===== src/rtl/mips_pkg.sv =====
// Shared definitions for the multicycle MIPS controller: FSM states,
// opcode and funct field values, ALU control encodings and the ALU
// operation class handed from the main FSM to the ALU decoder.
package mips_pkg;

  typedef enum logic [3:0] {
    FETCH,
    DECODE,
    MEMADR,
    MEMRD,
    MEMWB,
    MEMWR,
    RTYPEEX,
    RTYPEWB,
    BEQEX,
    ADDIEX,
    ADDIWB,
    JEX
  } statetype;

  typedef enum logic [1:0] {
    ALUOP_ADD   = 2'b00,
    ALUOP_SUB   = 2'b01,
    ALUOP_FUNCT = 2'b10
  } aluop_t;

  localparam logic [5:0] OP_LW    = 6'b100011;
  localparam logic [5:0] OP_SW    = 6'b101011;
  localparam logic [5:0] OP_RTYPE = 6'b000000;
  localparam logic [5:0] OP_BEQ   = 6'b000100;
  localparam logic [5:0] OP_ADDI  = 6'b001000;
  localparam logic [5:0] OP_J     = 6'b000010;

  localparam logic [5:0] F_ADD = 6'b100000;
  localparam logic [5:0] F_SUB = 6'b100010;
  localparam logic [5:0] F_AND = 6'b100100;
  localparam logic [5:0] F_OR  = 6'b100101;
  localparam logic [5:0] F_SLT = 6'b101010;

  localparam logic [2:0] ALU_AND = 3'b000;
  localparam logic [2:0] ALU_OR  = 3'b001;
  localparam logic [2:0] ALU_ADD = 3'b010;
  localparam logic [2:0] ALU_SUB = 3'b110;
  localparam logic [2:0] ALU_SLT = 3'b111;

endpackage


===== src/rtl/aludec.sv =====
// ALU decoder: turns the FSM's ALU operation class, plus the R-type funct
// field when the class asks for it, into the 3-bit ALU control code.
module aludec
  import mips_pkg::*;
(
  input  aluop_t     aluop,
  input  logic [5:0] funct,
  output logic [2:0] alucontrol
);

  // Unknown funct codes fall back to ADD so the ALU never sees an undefined op.
  always_comb begin
    alucontrol = ALU_ADD;
    case (aluop)
      ALUOP_ADD: alucontrol = ALU_ADD;
      ALUOP_SUB: alucontrol = ALU_SUB;
      ALUOP_FUNCT: begin
        case (funct)
          F_ADD:   alucontrol = ALU_ADD;
          F_SUB:   alucontrol = ALU_SUB;
          F_AND:   alucontrol = ALU_AND;
          F_OR:    alucontrol = ALU_OR;
          F_SLT:   alucontrol = ALU_SLT;
          default: alucontrol = ALU_ADD;
        endcase
      end
      default: alucontrol = ALU_ADD;
    endcase
  end

endmodule


===== src/rtl/mc_controller.sv =====
// Multicycle MIPS main controller: a Moore FSM that sequences fetch, decode
// and the per-instruction execute/writeback steps. The only storage is the
// state register; op and funct are read straight from the instruction
// register every cycle.
module mc_controller
  import mips_pkg::*;
(
  input  logic       clk,
  input  logic       reset,
  input  logic [5:0] op,
  input  logic [5:0] funct,
  input  logic       zero,
  output logic [2:0] alucontrol,
  output logic       alusrca,
  output logic [1:0] alusrcb,
  output logic [1:0] pcsrc,
  output logic       pcen,
  output logic       iord,
  output logic       memwrite,
  output logic       irwrite,
  output logic       regdst,
  output logic       memtoreg,
  output logic       regwrite
);

  statetype state;
  statetype nextstate;
  aluop_t   aluop;
  logic     pcwrite;
  logic     branch;
  logic     fsm_irwrite;
  logic     fsm_memwrite;
  logic     fsm_regwrite;

  // State register; reset drops straight back to FETCH even mid-instruction.
  always_ff @(posedge clk or posedge reset) begin
    if (reset) state <= FETCH;
    else       state <= nextstate;
  end

  // Next-state logic: DECODE dispatches on op, MEMADR splits lw from sw.
  always_comb begin
    nextstate = FETCH;
    case (state)
      FETCH: nextstate = DECODE;
      DECODE: begin
        case (op)
          OP_LW, OP_SW: nextstate = MEMADR;
          OP_RTYPE:     nextstate = RTYPEEX;
          OP_BEQ:       nextstate = BEQEX;
          OP_ADDI:      nextstate = ADDIEX;
          OP_J:         nextstate = JEX;
          default:      nextstate = FETCH;
        endcase
      end
      MEMADR:  nextstate = (op == OP_SW) ? MEMWR : MEMRD;
      MEMRD:   nextstate = MEMWB;
      RTYPEEX: nextstate = RTYPEWB;
      ADDIEX:  nextstate = ADDIWB;
      default: nextstate = FETCH;
    endcase
  end

  // Moore outputs: everything idles low unless the current state drives it.
  always_comb begin
    fsm_irwrite  = 1'b0;
    fsm_memwrite = 1'b0;
    fsm_regwrite = 1'b0;
    pcwrite      = 1'b0;
    branch       = 1'b0;
    iord         = 1'b0;
    regdst       = 1'b0;
    memtoreg     = 1'b0;
    alusrca      = 1'b0;
    alusrcb      = 2'b00;
    pcsrc        = 2'b00;
    aluop        = ALUOP_ADD;
    case (state)
      FETCH: begin
        fsm_irwrite = 1'b1;
        alusrcb     = 2'b01;
        pcwrite     = 1'b1;
      end
      DECODE: begin
        alusrcb = 2'b11;
      end
      MEMADR: begin
        alusrca = 1'b1;
        alusrcb = 2'b10;
      end
      MEMRD: begin
        iord = 1'b1;
      end
      MEMWB: begin
        memtoreg     = 1'b1;
        fsm_regwrite = 1'b1;
      end
      MEMWR: begin
        iord         = 1'b1;
        fsm_memwrite = 1'b1;
      end
      RTYPEEX: begin
        alusrca = 1'b1;
        aluop   = ALUOP_FUNCT;
      end
      RTYPEWB: begin
        regdst       = 1'b1;
        fsm_regwrite = 1'b1;
      end
      BEQEX: begin
        alusrca = 1'b1;
        aluop   = ALUOP_SUB;
        pcsrc   = 2'b01;
        branch  = 1'b1;
      end
      ADDIEX: begin
        alusrca = 1'b1;
        alusrcb = 2'b10;
      end
      ADDIWB: begin
        fsm_regwrite = 1'b1;
      end
      JEX: begin
        pcsrc   = 2'b10;
        pcwrite = 1'b1;
      end
      default: ;
    endcase
  end

  // While reset is held, no architectural state may be written.
  assign irwrite  = fsm_irwrite  & ~reset;
  assign memwrite = fsm_memwrite & ~reset;
  assign regwrite = fsm_regwrite & ~reset;
  assign pcen     = (pcwrite | (branch & zero)) & ~reset;

  aludec u_aludec (
    .aluop      (aluop),
    .funct      (funct),
    .alucontrol (alucontrol)
  );

endmodule


===== config.mk =====
export PLATFORM = sky130hd
export DESIGN_NAME = mc_controller
export DESIGN_NICKNAME = d
export VERILOG_FILES = /design/src/rtl/mips_pkg.sv /design/src/rtl/aludec.sv /design/src/rtl/mc_controller.sv
export SDC_FILE = /design/constraint.sdc
export NUM_CORES = 1
export LEC_CHECK = 0
export ABC_AREA = 1
export CAP_MARGIN = 10
export CORE_AREA = 5 5 51 53
export DETAILED_ROUTE_END_ITERATION = 8
export DIE_AREA = 0 0 56 58
export DONT_BUFFER_PORTS = 1
export PLACE_DENSITY = 0.44
export SYNTH_ARGS = -nofsm -noshare
export SYNTH_HDL_FRONTEND = slang
export SYNTH_SLANG_ARGS = --single-unit
export TNS_END_PERCENT = 20

===== constraint.sdc =====
create_clock -name clk -period 4.5 [get_ports clk]
set_clock_uncertainty 0.1 [all_clocks]
set_input_delay 0.9 -clock clk [delete_from_list [all_inputs] [get_ports clk]]
set_output_delay 0.9 -clock clk [all_outputs]
set_load 0.01 [all_outputs]

Word-level counts from Yosys, hierarchy flattened --
Cells that the tools add are included.
Operators by class: equal/unequal tests 22, muxes and demuxes 17, bitwise operators 7, reduce and logical (&&, ||, !) cells 8
Operator list (number):
- == test 6 bit (second input constant) | 6
- case mux 4 bit (6 select lines) | 1
- case mux 4 bit (5 select lines) | 1
- == test 4 x 3 -> 1 bit (second input constant) | 4
- == test 4 bit (second input constant) | 4
- case mux 3 bit (4 select lines) | 1
- two-way mux 1 bit | 9
- == test 4 x 2 -> 1 bit (second input constant) | 2
- case mux 2 bit (2 select lines) | 2
- OR reduction 2 bit | 4
- == test 6 x 2 -> 1 bit (second input constant) | 1
- == test 6 x 3 -> 1 bit (second input constant) | 1
- == test 6 x 4 -> 1 bit (second input constant) | 1
- logical NOT 6 bit | 1
- case mux 2 bit (3 select lines) | 1
- case mux 3 bit (2 select lines) | 1
- AND 1 bit | 5
- == test 4 x 1 -> 1 bit (second input constant) | 1
- logical NOT 4 bit | 1
- OR reduction 4 bit | 1
- two-way mux 3 bit | 1
- OR reduction 3 bit | 1
- == test 2 x 1 -> 1 bit (second input constant) | 1
- == test 2 bit (second input constant) | 1
- 2 further kinds | 2
Word-level totals: register bits after elaboration 4, bits of input ports 15, output and inout bits 15, logic and storage cells 55

Logic depth before layout (Yosys ltp) --
Gate-level depths: netlist (run 1).
word-level depth 5, gate-level depth with buffers 7, gate-level depth less buffers 7

By module --
From an unflattened synthesis (run 1), not the netlist that was laid out.
Second synthesis, totals: cells, all modules 122, area, all modules 633.1 sq um
Modules (own cells, without submodules):
- mc_controller | instances 1, cells each 85, area an instance 459.2 sq um, seq. area each 100.1 sq um
- aludec | instances 1, cells each 37, area an instance 173.9 sq um, seq. area each 0.0 sq um

Worst setup path after synthesis (run 1) --
OpenSTA, ideal clock, no wires.
path type input -> output, start point input port funct[5], end point output port alucontrol[0], arrival time 1353 ps, data required time 3500 ps, path slack 2147 ps, stages 4, path buffers 0, cells stage by stage inv_1 -> nor2_1 -> nand3_1 -> o22ai_1
On the way: cells in the longest elaborated chain, start to end 3, elaborated cells between the ends (all ways) 6, classes of those cells eq/ne: 4; mux: 2
Ends and longest elaborated chain:
- start, declared | line mc_controller.sv:11 | input logic [5:0] funct,
- == test 6 bit | line aludec.sv:18 | case (funct)
- case mux 3 bit (4 select lines) (*) | line aludec.sv:18
- case mux 3 bit (2 select lines) (*) | line aludec.sv:14 | case (aluop)
- end, declared | line mc_controller.sv:13 | output logic [2:0] alucontrol,
Every way passes the cells marked *; elsewhere a longest branch is shown, timed or not.

Final worst setup path (run 1) --
start point register state[3], end point output port alucontrol[2]
On the way: cells in the longest elaborated chain, start to end 4, elaborated cells between the ends (all ways) 6, classes of those cells eq/ne: 4; mux: 2
Ends and longest elaborated chain:
- start, declared | line mc_controller.sv:26 | statetype state;
- start signal, assigned | line mc_controller.sv:38 | else state <= nextstate;
- == test 4 bit / == test 4 x 3 -> 1 bit (equally long branches) | line mc_controller.sv:78 | case (state)
- case mux 2 bit (2 select lines) (*) | line mc_controller.sv:78
- == test 2 bit / == test 2 x 1 -> 1 bit (equally long branches) | line aludec.sv:14
- case mux 3 bit (2 select lines) (*) | line aludec.sv:14
Marked as above.

==> impl_metrics.toml, run 1 <==
[status]
status = "finished, final reports clean"

[synthesis]
ys_seq_elements = 4
syn-cell-area_um2 = 582
yosysWarnings = 0
synth-seq-area-share = 0.172
synth.distinct_cells = 19
synth_cells = 107
syn_nets = 124
avgSynthCellArea_um2 = 5.44

[pwr]
powerDensity_nw_per_um2 = 399
peakVddDrop_mv = 0.124
power_leakage_nw = 0.374

[detailed_routing]
firstDrtPassIters = 3
vias_per_cell = 4.46
vias = 616
routed_wl_um = 1470
post-route-drc-count = 0
ant_nets = 0
wire_per_inst_um = 10.7
drt_iter0_drc = 11

[place]
pre_cts_ws_ns = 2.05
numPortBuffers = 0
gp_congestion = 0.756
hpwl_um = 1320

[global_routing]
antenna_found_initial = 0
grt_first_pass_wirelength_um = 2660
grt_usage = 0.102
grt_pass1_vias = 647
overflow = 0
grt_max_degree = 6

[clock_tree]
cts_max_level = 1
numCtsBuffers = 3
cts_setup_buffers = 0
root_buffer = "clkbuf_4"
cts_buffer_depth = 2
insertion_delay_ns = 0.23
ctsHoldBuffers = 0
clkSinkCount = 4
cts_tree = "done"
ctsResizeCount = 0
clk_pin_slew_ns = 0.03

[run]
cap_violations = 0

[finish]
fin_nets = 129
largest_register_ffs = 4
largest-register = "state"
reg_top3 = "state (4)"
diodes = 0
drive_gt1_frac = 0.218
area_growth_pct = 9.89

[worst_hold_path]
worstHoldPathType = "in2async"

[floorplanning]
start_util = 0.276
die_area_um2 = 3250
coreArea_um2 = 2110
die_x_um = 56
row_count = 17
die_y_um = 58
io_pins = 30

[worst_setup_path]
critPathArrivalTime_ns = 1.64
crit_fanout = 4
worst_setup_path_end_kind = "primary output"
cp-start-kind = "flop"
path_class = "reg2out"
required_ns = 3.50

[sta]
fin_tns_setup_ns = 0
rsz0062_at_grt = "false"
fin_crit_ns = 2.64
setup_viol_count_final = 0
worst_pin_slew_ns = 0.402
post-route-period-util = 0.587
slew_violations = 0
max-slew-margin-rel = 0.729
max_freq_ghz = 0.378
finalHoldViolCount = 0
fin_ws_ns = 1.86
[cells in the mapped netlist]
library cell	instances	area (um2)
nand4_1	3	18.8
nor2_2	3	18.8
inv_1	19	71.3
nand2_4	1	11.3
o22ai_1	1	6.26
o21ai_1	1	5.00
nand3_1	7	35.0
a21oi_2	1	8.76
nor2_1	18	67.6
nand2_1	23	86.3
dfrtp_1	4	100
a21oi_1	1	5.00
o21ai_0	5	25.0
inv_2	7	26.3
nor2_4	1	11.3
clkinv_1	1	3.75
a31oi_1	1	6.26
ha_1	2	25.0
nand2_2	8	50.1
[per-layer routing]
metal | routed length [um] | track usage
met5 | 0 | 0
met3 | 131 | 0.0267
met2 | 668 | 0.174
met1 | 650 | 0.115
met4 | 19 | 0.0610
[per-stage QoR]
| step | total power [W] | hold WS [ns] | cells | util | area (um2) |
|---|---|---|---|---|---|
| CTS | 0.000262 | 0.361 | 138 | 0.304 | 639 |
| global placement | 0.000217 | 0.557 | 135 | 0.293 | 617 |
| floorplan | 0.000189 | 0.480 | 107 | - | 582 |
| global route | 0.000283 | 0.379 | 138 | 0.304 | 639 |
| detailed placement | 0.000217 | 0.557 | 135 | 0.293 | 617 |
| finish | 0.000255 | 0.363 | 138 | 0.304 | 639 |
[cell usage in the layout, fill, tap and decap left out]
master,count
a21oi_1,1
a31oi_1,1
o21ai_1,1
nand2_4,1
nand2_2,8
a21oi_2,1
nand4_1,3
inv_1,19
nor2_2,3
nand2_1,23
clkbuf_4,3
inv_2,7
nor2_4,1
ha_1,2
clkinv_1,1
o21ai_0,5
nor2_1,18
o22ai_1,1
dfrtp_1,4
nand3_1,7
[cell type report]
class                   instances  area, um2
well taps                      28       35.0
flip-flops and latches          4        100
inverters                      27        101
clock buffers                   3       22.5
multi-input cells              76        380
fillers                       259       1470
[where the power goes]
part	switching (W)	internal [W]
logic	0.000110	0.0000422
clock network	0.0000129	0.0000297
registers	0.0000132	0.0000471
total	0.000136	0.000119
[path summary, 6_finish.rpt]
path,from,slack (ns),endpoint,depth (start not counted)
max in group asynchronous,reset,3.76,state[3],1
worst min register to register,state[2],0.55,state[0],3
min in group clk,state[2],0.55,state[0],3
worst max-delay path,state[3],1.86,alucontrol[2],6
worst max register to register,state[1],3.34,state[3],5
worst min-delay path,reset,0.36,state[0],1
[logic make-up after synthesis]
logic type      synth area share
simple gates               0.514
buf+inv                    0.174
flops                      0.172
compound gates            0.0968
fa+ha+maj                 0.0430
[worst max-delay path, stage by stage (launching register included)]
cell,delay (ns)
dfrtp_1,0.41
nor2_2,0.23
nand2_2,0.13
inv_1,0.07
ha_1,0.17
nand4_1,0.14
a21oi_1,0.27
(Power assumes the default switching activity.)
==> inputs of run 2 (changes only) <==
--- a/config.mk
+++ b/config.mk
@@ -11,7 +11,7 @@
 export DETAILED_ROUTE_END_ITERATION = 8
 export DIE_AREA = 0 0 56 58
 export DONT_BUFFER_PORTS = 1
-export PLACE_DENSITY = 0.44
+export PLACE_DENSITY = 0.45
 export SYNTH_ARGS = -nofsm -noshare
 export SYNTH_HDL_FRONTEND = slang
 export SYNTH_SLANG_ARGS = --single-unit
==> constraint.sdc (replaced) <==
create_clock -name clk -period 2.4 [get_ports clk]
set_clock_uncertainty 0.1 [all_clocks]
set_input_delay 0.48 -clock clk [delete_from_list [all_inputs] [get_ports clk]]
set_output_delay 0.48 -clock clk [all_outputs]
set_load 0.01 [all_outputs]
==> run 2 against run 1 <==
Compared with the run above:
- sequential power up 87%
- core utilization up 0.48 points
- flip-flop and latch count unchanged
- sequential share of layout area shrank 0.24 points
- clock power up 95%
- cell count grew 0.72%
- via count is 1.1% higher
- combinational power rose by 89%
- global-route usage fell by 0.39 points
- critical endpoint unchanged
==> impl_metrics.toml, run 2 (synthesized netlist as in run 1, its figures left out) <==
[status]
status = "finished, final reports clean"

[worst_setup_path]
cp-start-kind = "flop"
critPathArrivalTime_ns = 1.61
path_class = "reg2out"
r2r_start = "state[1]"
timing.rr.end = "state[3]"
crit_fanout = 4
required_ns = 1.82
worst_setup_path_end_kind = "primary output"
r2r_slack_ns = 1.25
reg2reg_depth = 5

[clock_tree]
cts_buffer_depth = 2
insertion_delay_ns = 0.23
root_buffer = "clkbuf_4"
ctsResizeCount = 0
ctsHoldBuffers = 1
cts_max_level = 1
numCtsBuffers = 3
cts_tree = "done"
clk_pin_slew_ns = 0.03
cts_setup_buffers = 0
clkSinkCount = 4

[sta]
setup_viol_count_final = 0
slew_violations = 0
worst_pin_slew_ns = 0.380
rsz0062_at_grt = "false"
fin_tns_setup_ns = 0
post-route-period-util = 0.913
fin_ws_ns = 0.210
fin_crit_ns = 2.19
max_freq_ghz = 0.457
finalHoldViolCount = 0
max-slew-margin-rel = 0.744

[detailed_routing]
drt_iter0_drc = 19
post-route-drc-count = 0
wire_per_inst_um = 10.2
vias_per_cell = 4.48
firstDrtPassIters = 3
vias = 623
ant_nets = 0
routed_wl_um = 1420

[place]
gp_congestion = 0.817
pre_cts_ws_ns = 0.442
hpwl_um = 1280
numPortBuffers = 0
dp.cells = 135

[floorplanning]
start_util = 0.276
coreArea_um2 = 2110
io_pins = 30
row_count = 17
die_x_um = 56
die_y_um = 58
die_area_um2 = 3250

[run]
cap_violations = 0

[global_routing]
overflow = 0
antenna_found_initial = 0
grt_pass1_vias = 616
grt_usage = 0.0982
grt_max_degree = 6
grt_first_pass_wirelength_um = 2570

[finish]
area_growth_pct = 11.6
diodes = 0
final-instance-count-excl-fill = 139
largest-register = "state"
fin_nets = 130
drive_gt1_frac = 0.216
reg_top3 = "state (4)"
largest_register_ffs = 4
layout_commonest_cell = "nand2_1"
fin_util = 0.308
final_cell_mix = "nand2_1 (23), inv_1 (19), nor2_1 (18), nand2_2 (8)"

[pwr]
p_int_w = 0.000224
clock_power_share = 0.172
power.share.combinational = 0.594
p_sw_frac = 0.536
p_switching_w = 0.000259
power_leakage_nw = 0.378
peakVddDrop_mv = 0.260
powerDensity_nw_per_um2 = 744
seqPwrFrac = 0.234

[worst_hold_path]
min_path_cells = 3
hp-start = "op[3]"
hold_path_end = "state[3]"
worstHoldPathType = "in2reg"
run 2: final cells by class:
class                           instances  area, um2
Multi-Input combinational cell         76        380
Tap cell                               28       35.0
Clock buffer                            3       22.5
Sequential cell                         4        100
Inverter                               27        101
Timing Repair Buffer                    1       10.0
Fill cell                             240       1460
run 2: power by group through the flow:
stage	Combinational, W	Clock [W]	Sequential (W)
finish	0.000287	0.0000831	0.000113
global route	0.000326	0.0000905	0.000117
CTS	0.000294	0.0000861	0.000113
detailed placement	0.000292	0	0.000114
global placement	0.000294	0	0.000113
floorplan	0.000244	0	0.000111
run 2: layer usage:
metal,part of all wire,GRT usage,up-vias
met3,0.076,0.0334,4
met5,0,0,-
li1,-,-,331
met4,0.022,0.0508,0
met1,0.43,0.114,268
met2,0.47,0.160,20
run 2: worst max-delay path, stage by stage, from the launching register on:
cell and delay, ns:
dfrtp_1 0.41, nor2_2 0.22, nand2_2 0.12, inv_1 0.07, ha_1 0.17, nand4_1 0.13
a21oi_1 0.26
run 2: worst max-delay path by stage:
stage	from	endpoint	slack (ns)	cells after the start
after CTS	state[3]	alucontrol[2]	0.19	6
after global placement	state[3]	alucontrol[2]	0.47	6
final	state[3]	alucontrol[2]	0.21	6
after detailed placement	state[3]	alucontrol[2]	0.44	6
after global routing	state[3]	alucontrol[2]	0.05	6
after floorplan	state[3]	alucontrol[2]	0.56	6
run 2: metrics by stage:
step           hold slack [ns]  total power (W)  area [um2]
2_1_floorplan            0.153         0.000355         582
3_3_place_gp             0.196         0.000408         617
3_5_place_dp             0.190         0.000406         617
4_1_cts                  0.369         0.000493         649
5_1_grt                  0.398         0.000534         649
6_report                 0.374         0.000483         649
